--- src/rtl/contador_pkg.sv ---
// rtl/contador_pkg.sv - shared constants and terminal-value helper for the modulo counter
package contador_pkg;

  localparam logic CONTA_CIMA    = 1'b1;
  localparam logic CONTA_BAIXO   = 1'b0;
  localparam logic MODO_CIRCULAR = 1'b0;
  localparam logic MODO_SATURA   = 1'b1;

  // Terminal count: MODULO-1 when counting up, 0 when counting down.
  function automatic int unsigned valor_terminal(input int unsigned modulo, input logic direcao);
    return (direcao == CONTA_CIMA) ? (modulo - 32'd1) : 32'd0;
  endfunction

endpackage

--- src/rtl/contador_mod_ud_detector_terminal.sv ---
// rtl/contador_mod_ud_detector_terminal.sv - combinational terminal-count and RCO detector
module detector_terminal
  import contador_pkg::*;
#(
  parameter int WIDTH  = 4,
  parameter int MODULO = 16
) (
  input  logic [WIDTH-1:0] i_q,
  input  logic             i_up,
  input  logic             i_ent,
  output logic             o_terminal,
  output logic             o_rco
);

  localparam logic [WIDTH-1:0] TERM_CIMA  = WIDTH'(valor_terminal(MODULO, CONTA_CIMA));
  localparam logic [WIDTH-1:0] TERM_BAIXO = WIDTH'(valor_terminal(MODULO, CONTA_BAIXO));

  logic [WIDTH-1:0] w_alvo;

  assign w_alvo     = i_up ? TERM_CIMA : TERM_BAIXO;
  assign o_terminal = (i_q == w_alvo);
  assign o_rco      = i_ent & o_terminal;

endmodule

--- src/rtl/contador_mod_ud.sv ---
// rtl/contador_mod_ud.sv - cascadable up/down modulo counter with load clamp, RCO and wrap pulse
module contador_mod_ud
  import contador_pkg::*;
#(
  parameter int WIDTH  = 4,
  parameter int MODULO = 16,
  parameter int SATURA = 0
) (
  input  logic             CLK,
  input  logic             CLR,
  input  logic             LD,
  input  logic             ENP,
  input  logic             ENT,
  input  logic             UP,
  input  logic [WIDTH-1:0] D,
  output logic [WIDTH-1:0] Q,
  output logic             RCO,
  output logic             OVF
);

  localparam logic [WIDTH-1:0] MAXV = WIDTH'(valor_terminal(MODULO, CONTA_CIMA));
  localparam logic [WIDTH-1:0] UM   = WIDTH'(1);
  localparam bit               SAT  = (SATURA == int'(MODO_SATURA));

  if ((WIDTH < 2) || (WIDTH > 16)) begin : g_bad_width
    $error("contador_mod_ud: WIDTH=%0d outside 2..16", WIDTH);
  end
  if ((MODULO < 2) || (MODULO > (1 << WIDTH))) begin : g_bad_modulo
    $error("contador_mod_ud: MODULO=%0d outside 2..2^WIDTH", MODULO);
  end
  if ((SATURA != 0) && (SATURA != 1)) begin : g_bad_satura
    $error("contador_mod_ud: SATURA=%0d must be 0 or 1", SATURA);
  end

  logic [WIDTH-1:0] r_q;
  logic             r_ovf;
  logic             w_terminal;
  logic             w_step;
  logic [WIDTH-1:0] w_d_clamp;

  assign w_step    = ENP & ENT;
  assign w_d_clamp = (D > MAXV) ? MAXV : D;

  detector_terminal #(
    .WIDTH  (WIDTH),
    .MODULO (MODULO)
  ) u_detector (
    .i_q        (r_q),
    .i_up       (UP),
    .i_ent      (ENT),
    .o_terminal (w_terminal),
    .o_rco      (RCO)
  );

  // OVF defaults low so it is a single-cycle pulse; only a wrap step raises it.
  always_ff @(posedge CLK) begin
    r_ovf <= 1'b0;
    if (CLR) begin
      r_q <= '0;
    end else if (!LD) begin
      r_q <= w_d_clamp;
    end else if (w_step) begin
      if (w_terminal) begin
        if (!SAT) begin
          r_q   <= UP ? '0 : MAXV;
          r_ovf <= 1'b1;
        end
      end else begin
        r_q <= UP ? (r_q + UM) : (r_q - UM);
      end
    end
  end

  assign Q   = r_q;
  assign OVF = r_ovf;

endmodule

--- config.mk ---
export PLATFORM = sky130hd
export DESIGN_NAME = contador_mod_ud
export DESIGN_NICKNAME = d
export VERILOG_FILES = /design/src/rtl/contador_pkg.sv /design/src/rtl/contador_mod_ud_detector_terminal.sv /design/src/rtl/contador_mod_ud.sv
export SDC_FILE = /design/constraint.sdc
export NUM_CORES = 1
export LEC_CHECK = 0
export BUFFER_PORTS_ARGS = -buffer_cell sky130_fd_sc_hd__buf_2
export CORE_AREA = 2 2 39 41
export DETAILED_ROUTE_END_ITERATION = 8
export DIE_AREA = 0 0 41 43
export PLACE_DENSITY = 0.53
export SLEW_MARGIN = 15
export SYNTH_ARGS = -nofsm -noshare
export SYNTH_HDL_FRONTEND = slang
export SYNTH_SLANG_ARGS = --single-unit
--- constraint.sdc ---
create_clock -name CLK -period 3.29 [get_ports CLK]
set_input_delay 0.1645 -clock CLK [delete_from_list [all_inputs] [get_ports CLK]]
set_output_delay 0.1645 -clock CLK [all_outputs]
set_load 0.005 [all_outputs]
Yosys cells after proc, flatten, opt, wreduce, memory -nomap -nowiden

Index checks and enable logic that the tools add are counted.

Bits in registers: 5

Add/subtract/negate cells: 2
$lt $le $gt $ge: 1
Eq/ne operators: 2
Multiplexer cells: 8
Bitwise logic cells: 4
Reduce and logical (&&, ||, !) cells: 1

Operators with widths:

| kind                                                                     | number |
|---|---|
| 4-bit two-way mux                                                        | 7 |
| 4-bit by 1-bit adder with 4-bit output (second input constant)           | 1 |
| 4-bit equality test                                                      | 1 |
| 4-bit greater-than comparator (second input constant)                    | 1 |
| 4-bit by 1-bit subtractor with 4-bit output (second input constant)      | 1 |
| 3-bit OR reduction                                                       | 1 |
| 1-bit AND                                                                | 2 |
| 2-bit by 1-bit inequality test with 1-bit output (second input constant) | 1 |
| 1-bit NOT                                                                | 2 |
| 1-bit two-way mux                                                        | 1 |

Longest topological paths before layout

Depth in word-level cells: 5
Mapped depth: 7
Gate-level depth less buffers: 7

Hierarchy

Synthesis repeated with hierarchy kept, for this count alone.

Cell total of the unflattened synthesis: 46
Area total of the unflattened synthesis: 400.4 um^2

Modules (own cells, without submodules):

| module            | instances | cells each | area an instance (um^2) | sequential area each (um^2) |
|---|---|---|---|---|
| contador_mod_ud   | 1         | 40         | 350.3                   | 100.1 |
| detector_terminal | 1         | 6          | 50.0                    | 0.0 |

Least setup slack after synthesis

No wires, ideal clock.

Path type: flip-flop to flip-flop
Start: register r_q[1], in the netlist Q[1]
End: register r_q[3], in the netlist Q[3]
Setup time: 0.060 ns
Data arrival time: 1.492 ns
Required time: 3.230 ns
Setup slack: 1.739 ns
Stages on the path, launching flop included: 7
Buffers on the path: 0
Clock period less this slack: 1.551 ns
Cell sequence: dfxtp_1 > ha_1 > a21o_1 > a21oi_1 > xnor2_1 > mux2i_1 > and3b_1

Cells in the longest elaborated chain, start to end: 5
Elaborated cells on any way between the ends: 7
Those cells by class: add/sub: 2; eq/ne: 1; mux: 4

RTL lines:

| what                                                                                                  | RTL line              | source |
|---|---|---|
| start, declared                                                                                       | contador_mod_ud.sv:35 | `logic [WIDTH-1:0] r_q;` |
| start signal, assigned                                                                                | contador_mod_ud.sv:61 | `r_q <= w_d_clamp;` |
| start signal, assigned                                                                                | contador_mod_ud.sv:65 | `r_q <= UP ? '0 : MAXV;` |
| start signal, assigned                                                                                | contador_mod_ud.sv:69 | `r_q <= UP ? (r_q + UM) : (r_q - UM);` |
| 4-bit by 1-bit subtractor with 4-bit output or 4-bit by 1-bit adder with 4-bit output (tied branches) | contador_mod_ud.sv:69 |  |
| 4-bit two-way mux                                                                                     | contador_mod_ud.sv:69 |  |
| 4-bit two-way mux *                                                                                   | contador_mod_ud.sv:63 | `if (w_terminal) begin` |
| 4-bit two-way mux *                                                                                   | contador_mod_ud.sv:62 | `end else if (w_step) begin` |
| 4-bit two-way mux *                                                                                   | contador_mod_ud.sv:60 | `end else if (!LD) begin` |

Mark *: on every way between the ends. The rest lies on a longest branch, timed or not. The select of a mux whose other input is x is not followed.
A chain may end at the register's enable or synchronous reset.

Final worst setup path

Start: register r_q[0], in the netlist Q[0]
End: output port RCO

Cells in the longest elaborated chain, start to end: 2

RTL lines:

| what                | RTL line                                | source |
|---|---|---|
| 4-bit equality test | contador_mod_ud_detector_terminal.sv:21 | `assign o_terminal = (i_q == w_alvo);` |
| 1-bit AND           | contador_mod_ud_detector_terminal.sv:22 | `assign o_rco = i_ent & o_terminal;` |
| end, declared       | contador_mod_ud.sv:17                   | `output logic RCO,` |

No other way between the ends.

==> flow_summary.yaml <==
clocking:
  cts.sinks: 5
  clockRootBuffer: "clkbuf_4"
  cts_tree: "done"
  postCtsSetupRepairBufs: 0
  insertion_delay_ns: 0.24
  post_cts_resized: 0
  cts_max_path_buffers: 2
  htreeDepth: 1
  cts_made_buffers: 3
  clkSlewWorstSetupHoldPaths_ns: 0.04
  postCtsHoldBufs: 0
logic_synthesis:
  yosysSeqAreaShare: 0.2532
  synthSimpleGateAreaFrac: 0.2816
  ys_ff_latch: 5
  synth_cells: 48
  synth_area_um2: 395.4
  synth_mux_area_frac: 0.02532
  synthAdderAreaFrac: 0.1139
  syn-num-nets: 61
  synth_top_family_by_area: "simple AND/OR/NAND/NOR gates"
  ys_types: 28
  avgSynthCellArea_um2: 8.237
  synth_xor_area_frac: 0.04430
  ys_warn_count: 0
  synth_compound_area_frac: 0.2278
global_route:
  antenna_found_initial: 0
  grt_max_degree: 12
  grt.total_usage: 0.1254
  grt_first_pass_wirelength_mm: 1.462
  grt_overflow: 0
  grt_pass1_vias: 347
timing:
  setup_viol: 0
  rsz0062_at_grt: "false"
  tns_ns: 0
  tightest_slew_ns: 0.3536
  slew_headroom: 0.7639
  finalHoldViolations: 0
  fmax_mhz: 608.9
  fin_skew_ns: 0.002726
  final_max_slew_viol_count: 0
  period_needed_ns: 1.642
  period_share: 0.4992
  worst_slack_ns: 1.648
layout:
  drive_gt1_frac: 0.3385
  area_delta_synth_final_pct: 26.27
  final_net_count: 79
  antenna_cells: 0
die:
  dieArea_um2: 1763
  die_w_um: 41
  die_h_um: 43
  row_count: 14
  core_area_um2: 1384
  io_pins: 16
  start_util: 0.2857
setup_path:
  worst-setup-path-type: "reg -> out"
  critPathLaunchType: "register"
  cp.arrival_ns: 1.48
  endpoint_kind: "output port"
  crit_fanout: 9
  critPathRequiredTime_ns: 3.13
detailed_routing:
  drtIter0Drc: 4
  vias_per_cell: 5.012
  drtPass1Iterations: 4
  wl_um: 866
  antenna_left: 0
  vias: 406
  drc: 0
  wl_per_cell_um: 10.69
power_and_ir_drop:
  clkPwrFrac: 0.357
  power_density_nw_per_um2: 389.0
  switchingPower_mw: 0.05714
  peakVddDrop_uv: 128.2
  swShare: 0.2943
  p_leak_nw: 0.2370
  p_int_mw: 0.1371
  p_seq_frac: 0.372
  share_comb_of_total_power: 0.271
hold_path:
  hp-class: "in -> reg"
job:
  maxCapViolations: 0
placement:
  place_congestion: 0.7049
  post-place-ws_ns: 1.607
  portBuffers: 15
  hpwl_um: 681
outcome:
  status: "finished clean"
[kinds of logic after synthesis]
| family | Yosys count |
|---|---|
| XOR/XNOR | 2 |
| buffers and inverters | 3 |
| multiplexers | 1 |
| flip-flops | 5 |
| adder cells (fa/ha/maj) | 3 |
| AO/OA/AOI/OAI | 14 |
| AND/OR/NAND/NOR | 20 |
[power groups by stage]
stage | Clock [mW] | Combinational (mW) | Sequential [mW]
floorplan | 0 | 0.0361 | 0.0721
global placement | 0 | 0.0526 | 0.0733
detailed placement | 0 | 0.0528 | 0.0733
CTS | 0.0727 | 0.0527 | 0.0723
global route | 0.0796 | 0.0602 | 0.0731
finish | 0.0693 | 0.0527 | 0.0722
[Yosys cell counts]
master          n  area share
and4b_2         1       0.028
fa_1            1       0.051
and3_1          1       0.016
mux2i_1         1       0.025
ha_1            2       0.063
and3b_1         1       0.022
nand4_1         1       0.016
and3_2          1       0.019
dlymetal6s2s_1  1       0.032
a311oi_1        1       0.022
and2_2          1       0.019
or3_1           1       0.016
nor2_1          6       0.057
nor4b_1         1       0.022
inv_1           1      0.0095
and2_1          1       0.016
nand3_1         1       0.013
buf_2           1       0.013
a21oi_2         1       0.022
o221ai_1        1       0.022
a31oi_1         1       0.016
a21oi_1         4       0.051
nand2_1         4       0.038
o21ai_0         3       0.038
dfxtp_1         5        0.25
a211oi_1        2       0.038
xnor2_1         2       0.044
a21o_1          1       0.019
[final timing paths]
| check | startpoint | endpoint | slack (ns) | cells past startpoint |
|---|---|---|---|---|
| setup reg to reg | Q[1] | Q[3] | 1.66 | 6 |
| setup / recovery | Q[0] | RCO | 1.65 | 4 |
| hold reg to reg | Q[2] | Q[2] | 0.50 | 2 |
| hold / removal | CLR | Q[1] | 0.15 | 2 |
[state kept, by name (all words and copies together), names as in the netlist]
name,flops
OVF,1
Q,4
[layout by cell type (no fill, tap or decap), types with 2 or more instances in the layout]
cell type	Yosys	routed
nand2_1	4	4
xnor2_1	2	2
buf_2	1	15
a21oi_1	4	4
o21ai_0	3	3
a211oi_1	2	2
ha_1	2	2
clkbuf_4	0	3
nor2_1	6	6
dfxtp_1	5	5
[layer usage]
metal | share of wire | GRT usage
met3 | 0.075 | 0.04712
met4 | 0 | 0.06000
met5 | 0 | 0
met1 | 0.47 | 0.1699
met2 | 0.46 | 0.1688
[final cells by class]
type                       instances  area [µm²]
fill                             149       884.6
multi-input combinational         40       274.0
sequential                         5       100.1
timing repair buffer              15       75.07
clock buffer                       4       26.28
tap                               16       20.02
inverter                           1       3.754
[critical path, stage by stage (launching register included)]
cell and delay [ns]:
dfxtp_1 0.41, or3_1 0.40, a21oi_2 0.18, and2_2 0.16, buf_2 0.10
[through the flow]
stage | hold slack, ns | cells | util | cell area (µm²) | total power, mW
final | 0.1509 | 81 | 0.3608 | 499.2 | 0.1942
after detailed placement | 0.3998 | 77 | 0.3418 | 473.0 | 0.1261
after CTS | 0.1418 | 81 | 0.3608 | 499.2 | 0.1977
after global placement | 0.3953 | 77 | 0.3418 | 473.0 | 0.1259
after global routing | 0.1471 | 81 | 0.3608 | 499.2 | 0.2129
after floorplan | 0.2366 | 48 | - | 395.4 | 0.1083
(Power assumes the default switching activity.)
